$ cat src/rtl/apb_pkg.sv
// Shared APB definitions: FSM state encoding, decode offsets and widths
// used by the register-file completer and the wait-state counter.
package apb_pkg;

   typedef enum logic [1:0] {
      IDLE        = 2'd0,
      ACCESS_WAIT = 2'd1,
      DONE        = 2'd2
   } apb_state_e;

   // Read-only word indices, relative to the first index past the RW bank
   localparam int ID_IDX_OFFSET  = 0;
   localparam int CNT_IDX_OFFSET = 1;

   localparam int APB_STRB_W = 4;
   localparam int WAIT_CNT_W = 4;

endpackage

$ cat src/rtl/apb_if.sv
// APB bus bundle between a requester (master) and a completer (slave).
interface apb_if
   import apb_pkg::*;
#(
   parameter int ADDR_W = 32,
   parameter int DATA_W = 32
);

   logic                  PSEL;
   logic                  PENABLE;
   logic                  PWRITE;
   logic [ADDR_W-1:0]     PADDR;
   logic [DATA_W-1:0]     PWDATA;
   logic [APB_STRB_W-1:0] PSTRB;
   logic [DATA_W-1:0]     PRDATA;
   logic                  PREADY;
   logic                  PSLVERR;

   modport master (
      output PSEL, PENABLE, PWRITE, PADDR, PWDATA, PSTRB,
      input  PRDATA, PREADY, PSLVERR
   );

   modport slave (
      input  PSEL, PENABLE, PWRITE, PADDR, PWDATA, PSTRB,
      output PRDATA, PREADY, PSLVERR
   );

endinterface

$ cat src/rtl/apb_wait_counter.sv
// Loadable down-counter for APB wait states; flags the last wait cycle
// (count == 1) and an empty count (count == 0).
module apb_wait_counter
   import apb_pkg::*;
#(
   parameter int CNT_W = WAIT_CNT_W
) (
   input  logic             clk_i,
   input  logic             rst_ni,
   input  logic             load_i,
   input  logic [CNT_W-1:0] load_val_i,
   input  logic             dec_i,
   output logic             last_o,
   output logic             zero_o
);

   logic [CNT_W-1:0] cnt_q, cnt_d;

   always_comb begin
      cnt_d = cnt_q;
      if (load_i) begin
         cnt_d = load_val_i;
      end else if (dec_i && (cnt_q != '0)) begin
         cnt_d = cnt_q - 1'b1;
      end
   end

   always_ff @(posedge clk_i or negedge rst_ni) begin
      if (!rst_ni) begin
         cnt_q <= '0;
      end else begin
         cnt_q <= cnt_d;
      end
   end

   assign last_o = (cnt_q == CNT_W'(1));
   assign zero_o = (cnt_q == '0);

endmodule

$ cat src/rtl/apb_regfile_completer.sv
// APB completer with a byte-strobed RW register bank, a read-only ID word,
// a read-only count of successful transfers and programmable wait states.
module apb_regfile_completer
   import apb_pkg::*;
#(
   parameter int          ADDR_W      = 32,
   parameter int          DATA_W      = 32,
   parameter int          NUM_REGS    = 8,
   parameter int          WAIT_CYCLES = 1,
   parameter logic [31:0] ID_VALUE    = 32'hA5B0_0001
) (
   input  logic  PCLK,
   input  logic  PRESETn,
   apb_if.slave  bus
);

   localparam int IDX_W = ADDR_W - 2;
   localparam int SEL_W = (NUM_REGS > 1) ? $clog2(NUM_REGS) : 1;
   localparam logic [IDX_W-1:0] RW_LIMIT = IDX_W'(NUM_REGS);
   localparam logic [IDX_W-1:0] ID_IDX   = IDX_W'(NUM_REGS + ID_IDX_OFFSET);
   localparam logic [IDX_W-1:0] CNT_IDX  = IDX_W'(NUM_REGS + CNT_IDX_OFFSET);

   apb_state_e state_q, state_d;

   logic [ADDR_W-1:0]     addr_q;
   logic                  write_q;
   logic [DATA_W-1:0]     wdata_q;
   logic [APB_STRB_W-1:0] strb_q;
   logic [31:0]           xfer_cnt_q, xfer_cnt_d;
   logic [DATA_W-1:0]     prdata_q, prdata_d;
   logic                  pready_q, pready_d;
   logic                  pslverr_q, pslverr_d;

   logic                  setup, in_idle;
   logic                  cnt_load, cnt_dec, cnt_last, cnt_zero;
   logic [ADDR_W-1:0]     cur_addr;
   logic                  cur_write;
   logic [DATA_W-1:0]     cur_wdata;
   logic [APB_STRB_W-1:0] cur_strb;
   logic [IDX_W-1:0]      idx;
   logic                  is_rw, is_id, is_cnt, err;
   logic                  complete, commit, wr_commit;
   logic [DATA_W-1:0]     rdata;
   logic [DATA_W-1:0]     regs_rd [NUM_REGS];

   assign setup   = bus.PSEL && !bus.PENABLE;
   assign in_idle = (state_q == IDLE);

   // With zero wait states the transfer completes on the SETUP edge itself,
   // so decode must see the live bus rather than the latched copy.
   assign cur_addr  = in_idle ? bus.PADDR  : addr_q;
   assign cur_write = in_idle ? bus.PWRITE : write_q;
   assign cur_wdata = in_idle ? bus.PWDATA : wdata_q;
   assign cur_strb  = in_idle ? bus.PSTRB  : strb_q;

   assign idx    = cur_addr[ADDR_W-1:2];
   assign is_rw  = (idx < RW_LIMIT);
   assign is_id  = (idx == ID_IDX);
   assign is_cnt = (idx == CNT_IDX);
   assign err    = (cur_addr[1:0] != 2'b00) || !(is_rw || is_id || is_cnt)
                   || (cur_write && !is_rw);

   always_comb begin
      rdata = '0;
      if (is_rw) begin
         rdata = regs_rd[idx[SEL_W-1:0]];
      end else if (is_id) begin
         rdata = ID_VALUE;
      end else if (is_cnt) begin
         rdata = xfer_cnt_q;
      end
   end

   apb_wait_counter #(.CNT_W(WAIT_CNT_W)) u_wait_cnt (
      .clk_i      (PCLK),
      .rst_ni     (PRESETn),
      .load_i     (cnt_load),
      .load_val_i (WAIT_CNT_W'(WAIT_CYCLES)),
      .dec_i      (cnt_dec),
      .last_o     (cnt_last),
      .zero_o     (cnt_zero)
   );

   always_comb begin
      state_d  = state_q;
      cnt_load = 1'b0;
      cnt_dec  = 1'b0;
      unique case (state_q)
         IDLE: begin
            if (setup) begin
               cnt_load = 1'b1;
               state_d  = (WAIT_CYCLES == 0) ? DONE : ACCESS_WAIT;
            end
         end
         ACCESS_WAIT: begin
            if (!bus.PSEL) begin
               state_d = IDLE;
            end else if (bus.PENABLE) begin
               if (cnt_last || cnt_zero) begin
                  state_d = DONE;
               end else begin
                  cnt_dec = 1'b1;
               end
            end
         end
         DONE:    state_d = IDLE;
         default: state_d = IDLE;
      endcase
   end

   // Response, commit and counter update all happen on the edge entering DONE
   assign complete  = (state_d == DONE);
   assign commit    = complete && !err;
   assign wr_commit = commit && cur_write;

   always_comb begin
      pready_d   = complete;
      pslverr_d  = complete && err;
      prdata_d   = (commit && !cur_write) ? rdata : '0;
      xfer_cnt_d = commit ? (xfer_cnt_q + 32'd1) : xfer_cnt_q;
   end

   always_ff @(posedge PCLK or negedge PRESETn) begin
      if (!PRESETn) begin
         state_q    <= IDLE;
         addr_q     <= '0;
         write_q    <= 1'b0;
         wdata_q    <= '0;
         strb_q     <= '0;
         xfer_cnt_q <= '0;
         prdata_q   <= '0;
         pready_q   <= 1'b0;
         pslverr_q  <= 1'b0;
      end else begin
         state_q    <= state_d;
         xfer_cnt_q <= xfer_cnt_d;
         prdata_q   <= prdata_d;
         pready_q   <= pready_d;
         pslverr_q  <= pslverr_d;
         if (in_idle && setup) begin
            addr_q  <= bus.PADDR;
            write_q <= bus.PWRITE;
            wdata_q <= bus.PWDATA;
            strb_q  <= bus.PSTRB;
         end
      end
   end

   for (genvar gi = 0; gi < NUM_REGS; gi++) begin : g_reg
      logic [DATA_W-1:0] reg_q, reg_d;

      always_comb begin
         reg_d = reg_q;
         if (wr_commit && (idx[SEL_W-1:0] == SEL_W'(gi))) begin
            for (int li = 0; li < APB_STRB_W; li++) begin
               if (cur_strb[li]) begin
                  reg_d[8*li +: 8] = cur_wdata[8*li +: 8];
               end
            end
         end
      end

      always_ff @(posedge PCLK or negedge PRESETn) begin
         if (!PRESETn) begin
            reg_q <= '0;
         end else begin
            reg_q <= reg_d;
         end
      end

      assign regs_rd[gi] = reg_q;
   end

   assign bus.PRDATA  = prdata_q;
   assign bus.PREADY  = pready_q;
   assign bus.PSLVERR = pslverr_q;

endmodule

$ cat src/flat_wrapper.sv
// flat-port wrapper written by rule: the top's interface ports become plain ports
module apb_regfile_completer_flat import apb_pkg::*;
#(
   parameter int          ADDR_W      = 32,
   parameter int          DATA_W      = 32,
   parameter int          NUM_REGS    = 8,
   parameter int          WAIT_CYCLES = 1,
   parameter logic [31:0] ID_VALUE    = 32'hA5B0_0001
)
  (PCLK, PRESETn, bus_PSEL, bus_PENABLE, bus_PWRITE, bus_PADDR, bus_PWDATA, bus_PSTRB, bus_PRDATA, bus_PREADY, bus_PSLVERR);
  apb_if #(.ADDR_W(ADDR_W), .DATA_W(DATA_W)) bus_i ();
  input  logic PCLK;
  input  logic PRESETn;
  input wire logic [$bits(bus_i.PSEL)-1:0] bus_PSEL;
  input wire logic [$bits(bus_i.PENABLE)-1:0] bus_PENABLE;
  input wire logic [$bits(bus_i.PWRITE)-1:0] bus_PWRITE;
  input wire logic [$bits(bus_i.PADDR)-1:0] bus_PADDR;
  input wire logic [$bits(bus_i.PWDATA)-1:0] bus_PWDATA;
  input wire logic [$bits(bus_i.PSTRB)-1:0] bus_PSTRB;
  output wire logic [$bits(bus_i.PRDATA)-1:0] bus_PRDATA;
  output wire logic [$bits(bus_i.PREADY)-1:0] bus_PREADY;
  output wire logic [$bits(bus_i.PSLVERR)-1:0] bus_PSLVERR;
  assign bus_i.PSEL = bus_PSEL;
  assign bus_i.PENABLE = bus_PENABLE;
  assign bus_i.PWRITE = bus_PWRITE;
  assign bus_i.PADDR = bus_PADDR;
  assign bus_i.PWDATA = bus_PWDATA;
  assign bus_i.PSTRB = bus_PSTRB;
  assign bus_PRDATA = bus_i.PRDATA;
  assign bus_PREADY = bus_i.PREADY;
  assign bus_PSLVERR = bus_i.PSLVERR;
  apb_regfile_completer #(.ADDR_W(ADDR_W), .DATA_W(DATA_W), .NUM_REGS(NUM_REGS), .WAIT_CYCLES(WAIT_CYCLES), .ID_VALUE(ID_VALUE)) u_core (.PCLK(PCLK), .PRESETn(PRESETn), .bus(bus_i));
endmodule
$ cat config.mk
export PLATFORM = sky130hd
export DESIGN_NAME = apb_regfile_completer_flat
export DESIGN_NICKNAME = d
export VERILOG_FILES = /design/src/rtl/apb_pkg.sv /design/src/rtl/apb_if.sv /design/src/rtl/apb_wait_counter.sv /design/src/rtl/apb_regfile_completer.sv /design/src/flat_wrapper.sv
export SDC_FILE = /design/constraint.sdc
export NUM_CORES = 1
export LEC_CHECK = 0
export ABC_AREA = 1
export ABC_CLOCK_PERIOD_IN_PS = 2800
export CAP_MARGIN = 20
export CELL_PAD_IN_SITES_DETAIL_PLACEMENT = 0
export CELL_PAD_IN_SITES_GLOBAL_PLACEMENT = 1
export CORE_MARGIN = 3
export CORE_UTILIZATION = 45
export CTS_BUF_LIST = sky130_fd_sc_hd__clkbuf_4 sky130_fd_sc_hd__clkbuf_8
export DETAILED_ROUTE_END_ITERATION = 10
export GPL_ROUTABILITY_DRIVEN = 0
export MAX_ROUTING_LAYER = met4
export PLACE_DENSITY_LB_ADDON = 0.1
export SLEW_MARGIN = 20
export SYNTH_ARGS = -nofsm -noshare
export SYNTH_HDL_FRONTEND = slang
export SYNTH_SLANG_ARGS = --single-unit
export TNS_END_PERCENT = 50
$ cat constraint.sdc
create_clock -name PCLK -period 2.8 [get_ports PCLK]
set_input_delay 0.42 -clock PCLK [delete_from_list [all_inputs] [get_ports PCLK]]
set_output_delay 0.42 -clock PCLK [all_outputs]
set_load 0.03 [all_outputs]
; After elaboration in Yosys (flattened, before gate mapping)
; Index checks and enable logic that the tools add are counted.
; W data, S select, Z words.
[totals]
reg_bits = 397
output_inout_bits = 34
elab_cells = 147
[op_classes]
addsub = 2
magnitude_cmp = 2
n_eq_ne = 12
n_mux = 24
n_bitwise = 1
n_reduce_logical = 64
[ops]
columns = op, count
row1 = $mux W32, 8
row2 = $bmux W32 S3, 1
row3 = $reduce_and A2 Y1, 32
row4 = $eq A30 B4 Y1 const B, 2
row5 = $add A32 B1 Y32 const B, 1
row6 = $lt A30 B4 Y1 const B, 1
row7 = $logic_and A1 B1 Y1, 16
row8 = $eq A3 B3 Y1 const B, 4
row9 = $mux W4, 3
row10 = $mux W2, 4
row11 = $mux W1, 7
row12 = $eq A3 B2 Y1 const B, 2
row13 = $logic_not A1 Y1, 5
row14 = $logic_or A1 B1 Y1, 5
row15 = $eq A4 B1 Y1 const B, 1
row16 = $ge A4 B4 Y1 const B, 1
row17 = $logic_not A4 Y1, 1
row18 = $not A3 Y4, 1
row19 = $pmux W2 S2, 1
row20 = $reduce_bool A2 Y1, 2
row21 = $reduce_bool A4 Y1, 1
row22 = $sub A4 B1 Y4 const B, 1
row23 = $eq A3 B1 Y1 const B, 1
row24 = $logic_not A3 Y1, 1
row25 = 3 further kinds, 3

; Logic depth before layout (Yosys ltp)
; Gate-level depths: netlist (run 1).
[depth]
depth_word = 13
depth_mapped = 15

; Hierarchy
; From an unflattened synthesis (run 1), not the netlist that was laid out.
[unflattened]
hier_cells = 2378
hier_area_um2 = 19469.9
[by_module_without_submodules]
columns = mod, instances, cells_per_inst, area_per_inst_um2, seq_area_each_um2
row1 = apb_regfile_completer, 1, 2335, 19179.6, 9834.4
row2 = apb_wait_counter, 1, 43, 290.3, 100.1

; Worst setup path after synthesis (run 1)
; Ideal clock, no wire load.
[synth_timing]
path_kind = flip-flop to flip-flop
from = register u_core.state_q[1]
to = register u_core.g_reg[0].reg_q[0]
arrival_ns = 2.138
required_ns = 2.682
slack_ns = 0.544
stages_incl_launch_ff = 12
path_buffers = 3
path_cell_list = dfrtp_1 -> nor2_1 -> buf_4 -> clkbuf_1 -> o21ai_0 -> a21oi_1 -> nand3_4 -> nor2_8 -> buf_6 -> nand3_4 -> nand2_1 -> nand2_1
[synth_via]
elab_chain_len = 13
[synth_rtl]
columns = item, line_no
row1 = start: declaration, apb_regfile_completer.sv:23  ; apb_state_e state_q, state_d;
row2 = start signal: assignment, apb_regfile_completer.sv:135  ; state_q <= state_d;
row3 = $logic_not A2 Y1, "apb_regfile_completer.sv:47, apb_regfile_completer.sv:88"
row4 = $mux W32, apb_regfile_completer.sv:51  ; assign cur_addr = in_idle ? bus.PADDR : addr_q;
row5 = $lt A30 B4 Y1 or $eq A30 B4 Y1 (tied branches), "apb_regfile_completer.sv:57, apb_regfile_completer.sv:58"
row6 = $logic_or A1 B1 Y1 (2 in a row), apb_regfile_completer.sv:60  ; assign err = (cur_addr[1:0] != 2'b00) || !(is_rw || is_id || is_cnt)
row7 = $logic_not A1 Y1, apb_regfile_completer.sv:60
row8 = $logic_or A1 B1 Y1, apb_regfile_completer.sv:60
row9 = $logic_or A1 B1 Y1, apb_regfile_completer.sv:61  ; || (cur_write && !is_rw);
row10 = $logic_not A1 Y1, apb_regfile_completer.sv:113  ; assign commit = complete && !err;
row11 = $logic_and A1 B1 Y1, apb_regfile_completer.sv:113
row12 = $logic_and A1 B1 Y1, apb_regfile_completer.sv:114  ; assign wr_commit = commit && cur_write;
row13 = $logic_and A1 B1 Y1, apb_regfile_completer.sv:154  ; if (wr_commit && (idx[SEL_W-1:0] == SEL_W'(gi))) begin
row14 = $reduce_and A2 Y1 (no line), n/a
row15 = end signal: assignment, apb_regfile_completer.sv:167  ; reg_q <= reg_d;
row16 = end: declaration, apb_regfile_completer.sv:150  ; logic [DATA_W-1:0] reg_q, reg_d;
; Parallel ways exist; a longest one is shown, timed or not.
; A chain may end at the register's enable or synchronous reset.

; Worst setup path in the final report (run 1)
[layout_timing]
from = register u_core.state_q[1]
to = register u_core.g_reg[1].reg_q[23]
[layout_via]
elab_chain_len = 13
[layout_rtl]
columns = item, line_no
row1 = $logic_not A2 Y1, "apb_regfile_completer.sv:47, apb_regfile_completer.sv:88"
row2 = $mux W32, apb_regfile_completer.sv:51
row3 = $lt A30 B4 Y1 or $eq A30 B4 Y1 (tied branches), "apb_regfile_completer.sv:57, apb_regfile_completer.sv:58"
row4 = $logic_or A1 B1 Y1 (2 in a row), apb_regfile_completer.sv:60
row5 = $logic_not A1 Y1, apb_regfile_completer.sv:60
row6 = $logic_or A1 B1 Y1, apb_regfile_completer.sv:60
row7 = $logic_or A1 B1 Y1, apb_regfile_completer.sv:61
row8 = $logic_not A1 Y1, apb_regfile_completer.sv:113
row9 = $logic_and A1 B1 Y1, apb_regfile_completer.sv:113
row10 = $logic_and A1 B1 Y1, apb_regfile_completer.sv:114
row11 = $logic_and A1 B1 Y1, apb_regfile_completer.sv:154
row12 = $reduce_and A2 Y1 (no line), n/a
row13 = end signal: assignment, apb_regfile_completer.sv:167
row14 = end: declaration, apb_regfile_completer.sv:150
; Parallel ways exist; a longest one is shown, timed or not.

==> metrics.md, run 1 <==
| Metric | Value |
|---|---|
| Synth Instances | 2363 |
| CP max FO | 14 |
| Skew-Pair Late Insertion Delay | 0.64 ns |
| Fin cells | 3174 |
| Ratio of cells with drive above 1 in the final layout | 0.159 |
| Post-layout util | 0.565 |
| Complex-gate fraction of the synthesized area | 0.0802 |
| Gr usage total | 0.278 |
| Crit path kind | reg2reg |
| Worst-Margin Slew | 1.09 ns |
| Fmax | 394 MHz |
| Max VDD drop | 0.487 mV |
| Starting Density | 0.461 |
| Period Utilization, post-route | 0.907 |
| Pwr/cell area | 671 mW/mm^2 |
| Mean Syn Cell Area | 8.27 sq um |
| Synth-to-layout area growth | 22.5% |
| Largest net degree at the start of global routing | 73 |
| Post-Synth Simple-Gate Area | 0.341 |
| Wire length per cell | 19.5 um |
| FF+latch area | 0.00993 sq mm |
| Drt via density | 5.56 |
| Fin. max-slew vios | 0 |
| Final setup viols | 0 |
| Synth Cell Area | 0.0195 sq mm |
| Setup crit end kind | flop |
| Multiplexer area fraction after synthesis | 0 |
| Final Hold Viols | 0 |
| Worst reg2reg startpoint | u_core.state_q[1]$_DFF_PN0_ |
| Number of setup buffers added after CTS | 0 |
| Cts bufs inserted | 73 |
| Multi-input logic area | 0.00867 sq mm |
| # IOs | 107 |
| H-Tree Level Count | 3 |
| Die area | 0.0460 sq mm |
| CTS tree | built |
| DR vias | 17600 |
| Critical Path Max Stage Delay | 0.40 ns |
| WP data required | 3.30 ns |
| First-pass GRT wire length | 98.7 mm |
| Main combinational cell family by area after synthesis | simple AND/OR/NAND/NOR gates |
| Critical Path Source Type | flop |
| Final ANT Viol Nets | 0 |
| Synth Area in XOR/XNOR | 0.0134 |
| Unrepaired setup endpoints after global routing | no |
| Drt pass-1 iters | 8 |
| Detail Placement HPWL | 42.9 mm |
| Clk_skew | 0.0253 ns |
| MaxCap Viol Count | 0 |
| Reg2reg end | u_core.g_reg[1].reg_q[23]$_DFFE_PN0P_ |
| Worst Path Arrival | 3.04 ns |
| Fin crit period | 2.54 ns |
| Dpl cell area | 0.0224 sq mm |
| Core area | 0.0424 sq mm |
| Initial drt markers | 1656 |
| Synth cell types | 38 |
| Synth warn | 0 |
| Syn Nets | 2440 |
| Post-route DRC violation count | 0 |
| Fin nets | 2622 |
| Status | finished, final reports clean |
| Slowest CP cell | dfrtp_1 |
| Yosys reg bits | 397 |
| Die height | 214 um |
| Worst path cell trace | nor2_1 > buf_6 > nand2_1 > nor2_1 > nand2_2 > nand2_1 > nand3_1 > buf_4 > nand3_2 > nand3_4 > nor2_8 > buf_12 > buf_4 > nand3_4 > nand2_1 > nand2_1 |
| Worst hold path class | in2async |
| Final instance area | 0.0240 sq mm |
| Pwr Total | 16.1 mW |
| Maximum clock path buffer count | 3 |
| Vias in the first global route | 17500 |
| Cell Rows | 75 |
| Die X | 214 um |
| Worst Reg-to-Reg Cells | 16 |
| Clk sinks | 397 |
| Top cells by area, synth | dfrtp_1, nand2_1, nand4_1 |
| Share of the synthesized area in the top cell type | 0.508 |
| Total wire length | 62.0 mm |
| Hold_ws | 0.351 ns |
| Fill cell count | 3980 |
| Post-synthesis adder-cell area fraction | 0.00256 |
| Grt ovf | 0 |
| Flop-to-flop setup slack | 0.26 ns |
| Root buffer cell | clkbuf_8 |
| Sequential element share of the synthesized area | 0.508 |
| Largest area contributor in the netlist | dfrtp_1 |
| Slew HR | 0.271 |
| Critical Path Most Common Cell | nand2_1 |
| Buffers added on ports | 106 |
| CTS clk-pin slew, worst paths | 0.05 ns |
| Leakage | 11.9 nW |
| DP Cell Count | 3046 |
| Initial antenna violation count | 1 |
-- sequential cells by signal, summed over array words and instances, names as in the netlist --
signal and flops:
u_core.g.reg_q 256, u_core.bus.PRDATA 32, u_core.xfer_cnt_q 32, u_core.write_q 1, u_core.bus.PREADY 1, u_core.strb_q 4, u_core.addr_q 32, u_core.bus.PSLVERR 1
u_core.state_q 2, u_core.wdata_q 32, u_core.u_wait_cnt.cnt_q 4
-- cell type report --
class                           count  area share
Antenna cell                        1    0.000104
Tap cell                          577      0.0301
Timing Repair Buffer              264       0.117
Inverter                           94      0.0147
Clock buffer                      118      0.0592
Sequential cell                   397       0.415
Multi-Input combinational cell   1715       0.362
Clock inverter                      8     0.00188
-- kinds of logic (layout without fill, tap and decap cells) --
family,Yosys count,count (layout)
other,0,1
AOI/OAI and AO/OA,269,269
xor gates and xnor gates,30,30
and+or+nand+nor,1412,1412
buffers and inverters,251,484
DFF,397,397
adders and majority gates,4,4
-- per-layer routing --
layer | share of wire | vias up | track usage | wire length (um)
met5 | 0 | - | - | 0
met4 | 0.035 | 0 | 0.0989 | 2200
met3 | 0.064 | 158 | 0.0597 | 3940
met2 | 0.46 | 570 | 0.421 | 28200
li1 | - | 8389 | - | -
met1 | 0.45 | 8527 | 0.372 | 27600
-- Yosys cell counts --
master / n
a22oi_1: 2
nor3_1: 21
nand4_1: 268
o22ai_1: 47
or2_2: 69
nor2_4: 1
xnor2_1: 2
nor2_1: 138
o211ai_1: 13
o2111ai_1: 6
a21oi_2: 1
dfrtp_1: 397
nor2_2: 5
o21a_1: 3
buf_2: 16
o21ai_0: 101
a31oi_1: 1
nand3_1: 66
buf_1: 8
a21boi_0: 1
ha_1: 4
o22a_1: 4
nor4_1: 8
nand2_2: 2
xor2_1: 28
nand3_2: 10
clkbuf_1: 110
nand2_1: 802
buf_4: 18
o21ai_2: 4
nor2_8: 1
buf_6: 5
inv_2: 3
a21oi_1: 29
o21ai_1: 34
inv_1: 91
o31ai_1: 23
nand3_4: 21
-- critical path, delay by kind of cell (launching register included) --
family,cells,cell delay (ns)
AND/OR/NAND/NOR,12,1.27
buffers and inverters,4,0.73
flip-flops,1,0.40
-- layout by cell type (no fill, tap or decap), types with 5 or more instances in the layout --
cell type        netlist  layout
o22ai_1               47      47
o21ai_0              101     101
clkdlybuf4s50_1        0     105
o211ai_1              13      13
nand2_2                2       7
clkbuf_8               0      85
nor3_1                21      20
nand3_1               66      66
a21oi_1               29      28
nand4_1              268     268
nand3_2               10       5
o31ai_1               23      23
buf_12                 0      44
dfrtp_1              397     397
nand3_4               21      26
o21ai_1               34      34
buf_4                 18     112
nor4_1                 8       8
nor2_1               138     135
o2111ai_1              6       6
clkinv_2               0       6
xor2_1                28      28
nand2_1              802     797
or2_2                 69      69
nor2_4                 1       6
clkbuf_4               0      33
inv_1                 91      90
-- report_power, final --
part           internal (mW)  switching (mW)
logic                   1.43            2.80
registers               6.05           0.157
clock network           3.18            2.45
-- repair_timing --
item | in CTS | in global routing
hold buffers | 1 | 0
setup endpoints to repair | 0 | 222
resized for setup | 0 | 8
hold endpoints to repair | 61 | 0
-- per-stage QoR --
step,TNS (ns),setup WS [ns]
2_1_floorplan,0,0.544
3_5_place_dp,-7.41,-0.0981
4_1_cts,0,0.0998
3_3_place_gp,-6.08,-0.0772
6_report,0,0.260
5_1_grt,0,0.0304
-- how the worst max path moves through the flow --
stage	startpoint	end	slack, ns	depth (start not counted)
floorplan	u_core.state_q[1]$_DFF_PN0_	u_core.g_reg[0].reg_q[0]$_DFFE_PN0P_	0.54	11
global placement	bus_PADDR[27]	u_core.g_reg[6].reg_q[13]$_DFFE_PN0P_	-0.08	15
detailed placement	bus_PADDR[29]	u_core.g_reg[6].reg_q[23]$_DFFE_PN0P_	-0.1	15
CTS	u_core.state_q[1]$_DFF_PN0_	u_core.g_reg[6].reg_q[17]$_DFFE_PN0P_	0.1	15
global route	u_core.state_q[1]$_DFF_PN0_	u_core.g_reg[1].reg_q[18]$_DFFE_PN0P_	0.03	16
finish	u_core.state_q[1]$_DFF_PN0_	u_core.g_reg[1].reg_q[23]$_DFFE_PN0P_	0.26	16
(Power assumes the default switching activity.)
==> run 2, diff against run 1 <==
- PLACE_DENSITY: not set -> 0.87
- PLACE_DENSITY_LB_ADDON: 0.1 -> not set
==> metrics.md, run 2 (synthesized netlist as in run 1, its figures left out) <==
| Metric | Value |
|---|---|
| Status | finished, final reports clean |
| Synth-to-layout area growth | 21.5% |
| Antenna Cells | 0 (-1) |
| Dpl cell area | 0.0223 sq mm (-0.73%) |
| Pwr Total | 15.9 mW (-1.2%) |
| Fin. max-slew vios | 0 (unchanged) |
| Switching pwr | 5.36 mW (-0.87%) |
| Most crowded layer after global routing | met2 |
| First-pass GRT wire length | 96.2 mm (-2.6%) |
| Slew HR | 0.277 (+0.00559) |
| Max reg flops | 256 (unchanged) |
| Wire length per cell | 18.9 um (-3.1%) |
| Buffers added on ports | 106 (unchanged) |
| Largest net degree at the start of global routing | 75 (+2.7%) |
| Fin nets | 2606 (-0.61%) |
| CP max FO | 28 (+14) |
| Starting Density | 0.461 (unchanged) |
| Reg power frac | 0.392 (+0.006) |
| Worst reg2reg startpoint | u_core.state_q[1]$_DFF_PN0_ |
| Cell Rows | 75 (unchanged) |
| Most flops, register | u_core.g.reg_q |
| Switching Share | 0.338 (+0.00123) |
| Setup ws final | 0.176 ns (-0.0834 ns) |
| Worst-Margin Slew | 1.08 ns (-0.00833 ns) |
| Drt pass-1 iters | 6 (-2) |
| Final instance area | 0.0237 sq mm (-0.84%) |
| Comb pwr share | 0.259 (-0.004) |
| Core area | 0.0424 sq mm (unchanged) |
| CTS tree | built |
| Hold_ws | 0.339 ns (-0.0123 ns) |
| Setup crit end kind | flop |
| Clk sinks | 397 (unchanged) |
| Fmax | 381 MHz (-3.2%) |
| Root buffer cell | clkbuf_8 |
| Die X | 214 um (unchanged) |
| Clock network power share | 0.350 (about the same) |
| Critical Path Source Type | flop |
| Final setup viols | 0 (unchanged) |
| Post-route DRC violation count | 0 (unchanged) |
| Grt ovf | 0 (unchanged) |
| # IOs | 107 (unchanged) |
| Unrepaired setup endpoints after global routing | no |
| Post-layout util | 0.560 (-0.00475) |
| Fin crit period | 2.62 ns (+0.0834 ns) |
| Maximum clock path buffer count | 3 (unchanged) |
| Flop-to-flop setup slack | 0.18 ns (-0.08 ns) |
| Skew-Pair Late Insertion Delay | 0.62 ns (-0.02 ns) |
| Drt via density | 5.65 (+1.6%) |
| WP data required | 3.34 ns (+0.04 ns) |
| H-Tree Level Count | 3 (unchanged) |
| Worst hold path class | in2async |
| Worst Reg-to-Reg Cells | 17 (+1) |
| GR Util met3 | 0.0401 (-0.0196) |
| Die area | 0.0460 sq mm (unchanged) |
| Most common cell after layout, fill and taps aside | nand2_1 |
| Cts bufs inserted | 71 (-2.7%) |
| Crit path kind | reg2reg |
| Gr usage total | 0.266 (-0.0123) |
| CTS clk-pin slew, worst paths | 0.06 ns (about the same) |
| Grt met2 use | 0.419 (-0.00225) |
| Setup WS pre-CTS | -0.179 ns (-0.0813 ns) |
| Setup tns final | 0 ns (unchanged) |
| Clk_skew | 0.0285 ns (+0.00318 ns) |
| Die height | 214 um (unchanged) |
| DP Cell Count | 3031 (-0.49%) |
| Commonest non-fill, non-tap cells in the layout | nand2_1, dfrtp_1, nand4_1 |
| Reg2reg end | u_core.g_reg[1].reg_q[10]$_DFFE_PN0P_ |
| Final ANT Viol Nets | 0 (unchanged) |
| Initial antenna violation count | 0 (-1) |
| Max VDD drop | 0.303 mV (-38%) |
| Internal | 10.5 mW (-1.4%) |
| Period Utilization, post-route | 0.937 (+0.0298) |
| Leakage | 11.8 nW (-0.86%) |
| Pwr/cell area | 668 mW/mm^2 (-0.40%) |
| Final Hold Viols | 0 (unchanged) |
| DR vias | 17800 (+0.98%) |
| Ratio of cells with drive above 1 in the final layout | 0.154 (-0.00516) |
| Worst Path Arrival | 3.16 ns (+0.12 ns) |
| Detail Placement HPWL | 41.1 mm (-4.2%) |
| MaxCap Viol Count | 0 (unchanged) |
| Total wire length | 59.7 mm (-3.7%) |
| Met1 usage | 0.358 (-0.0137) |
| Fin cells | 3156 (-0.57%) |
| Initial drt markers | 1872 (+13%) |
| Vias in the first global route | 17500 (-0.11%) |
[run 2: worst max-delay path: stages (launching register included)]
cell	delay (ns)
dfrtp_1	0.38
nor2_1	0.05
buf_4	0.17
buf_4	0.18
nand2_1	0.07
nand2_1	0.09
inv_2	0.07
nand3_1	0.13
nor2_4	0.16
nand2_1	0.08
nand3_2	0.10
nand3_4	0.10
nor2_8	0.17
buf_12	0.23
buf_12	0.17
buf_12	0.14
nand4_1	0.09
nand2_1	0.12
[run 2: layout make-up]
type,instances,area (sq um)
Clock buffer,111,1380
Clock inverter,12,67.6
Fill cell,3880,18700
Inverter,94,353
Multi-Input combinational cell,1715,8640
Sequential cell,397,9930
Tap cell,577,722
Timing Repair Buffer,250,2650
[run 2: power by group through the flow]
stage	Clock, mW	Sequential, mW	Combinational, mW
after floorplan	0	6.28	2.24
after global placement	0	6.29	3.97
after detailed placement	0	6.31	4.02
after CTS	5.66	6.21	4.03
after global routing	5.94	6.25	4.43
final	5.55	6.22	4.10
[run 2: how the worst max path moves through the flow]
stage                           startpoint                                     to  cells after the start
2_1_floorplan  u_core.state_q[1]$_DFF_PN0_   u_core.g_reg[0].reg_q[0]$_DFFE_PN0P_                     11
3_3_place_gp                 bus_PADDR[19]  u_core.g_reg[0].reg_q[14]$_DFFE_PN0P_                     14
3_5_place_dp                 bus_PADDR[21]  u_core.g_reg[0].reg_q[14]$_DFFE_PN0P_                     14
4_1_cts        u_core.state_q[1]$_DFF_PN0_  u_core.g_reg[0].reg_q[14]$_DFFE_PN0P_                     14
5_1_grt        u_core.state_q[1]$_DFF_PN0_  u_core.g_reg[1].reg_q[14]$_DFFE_PN0P_                     17
6_report       u_core.state_q[1]$_DFF_PN0_  u_core.g_reg[1].reg_q[10]$_DFFE_PN0P_                     17
[run 2: metal layers]
metal,vias up,wire [um]
li1,8340,-
met1,8701,26000
met2,658,28500
met3,118,3960
met4,0,1250
met5,-,0
[run 2: what timing repair did]
item	4_1_cts	5_1_grt
hold buffers	1	0
endpoints found under the hold margin	57	0
resized for setup	0	4
endpoints found under the setup margin	0	163
setup buffers	0	1
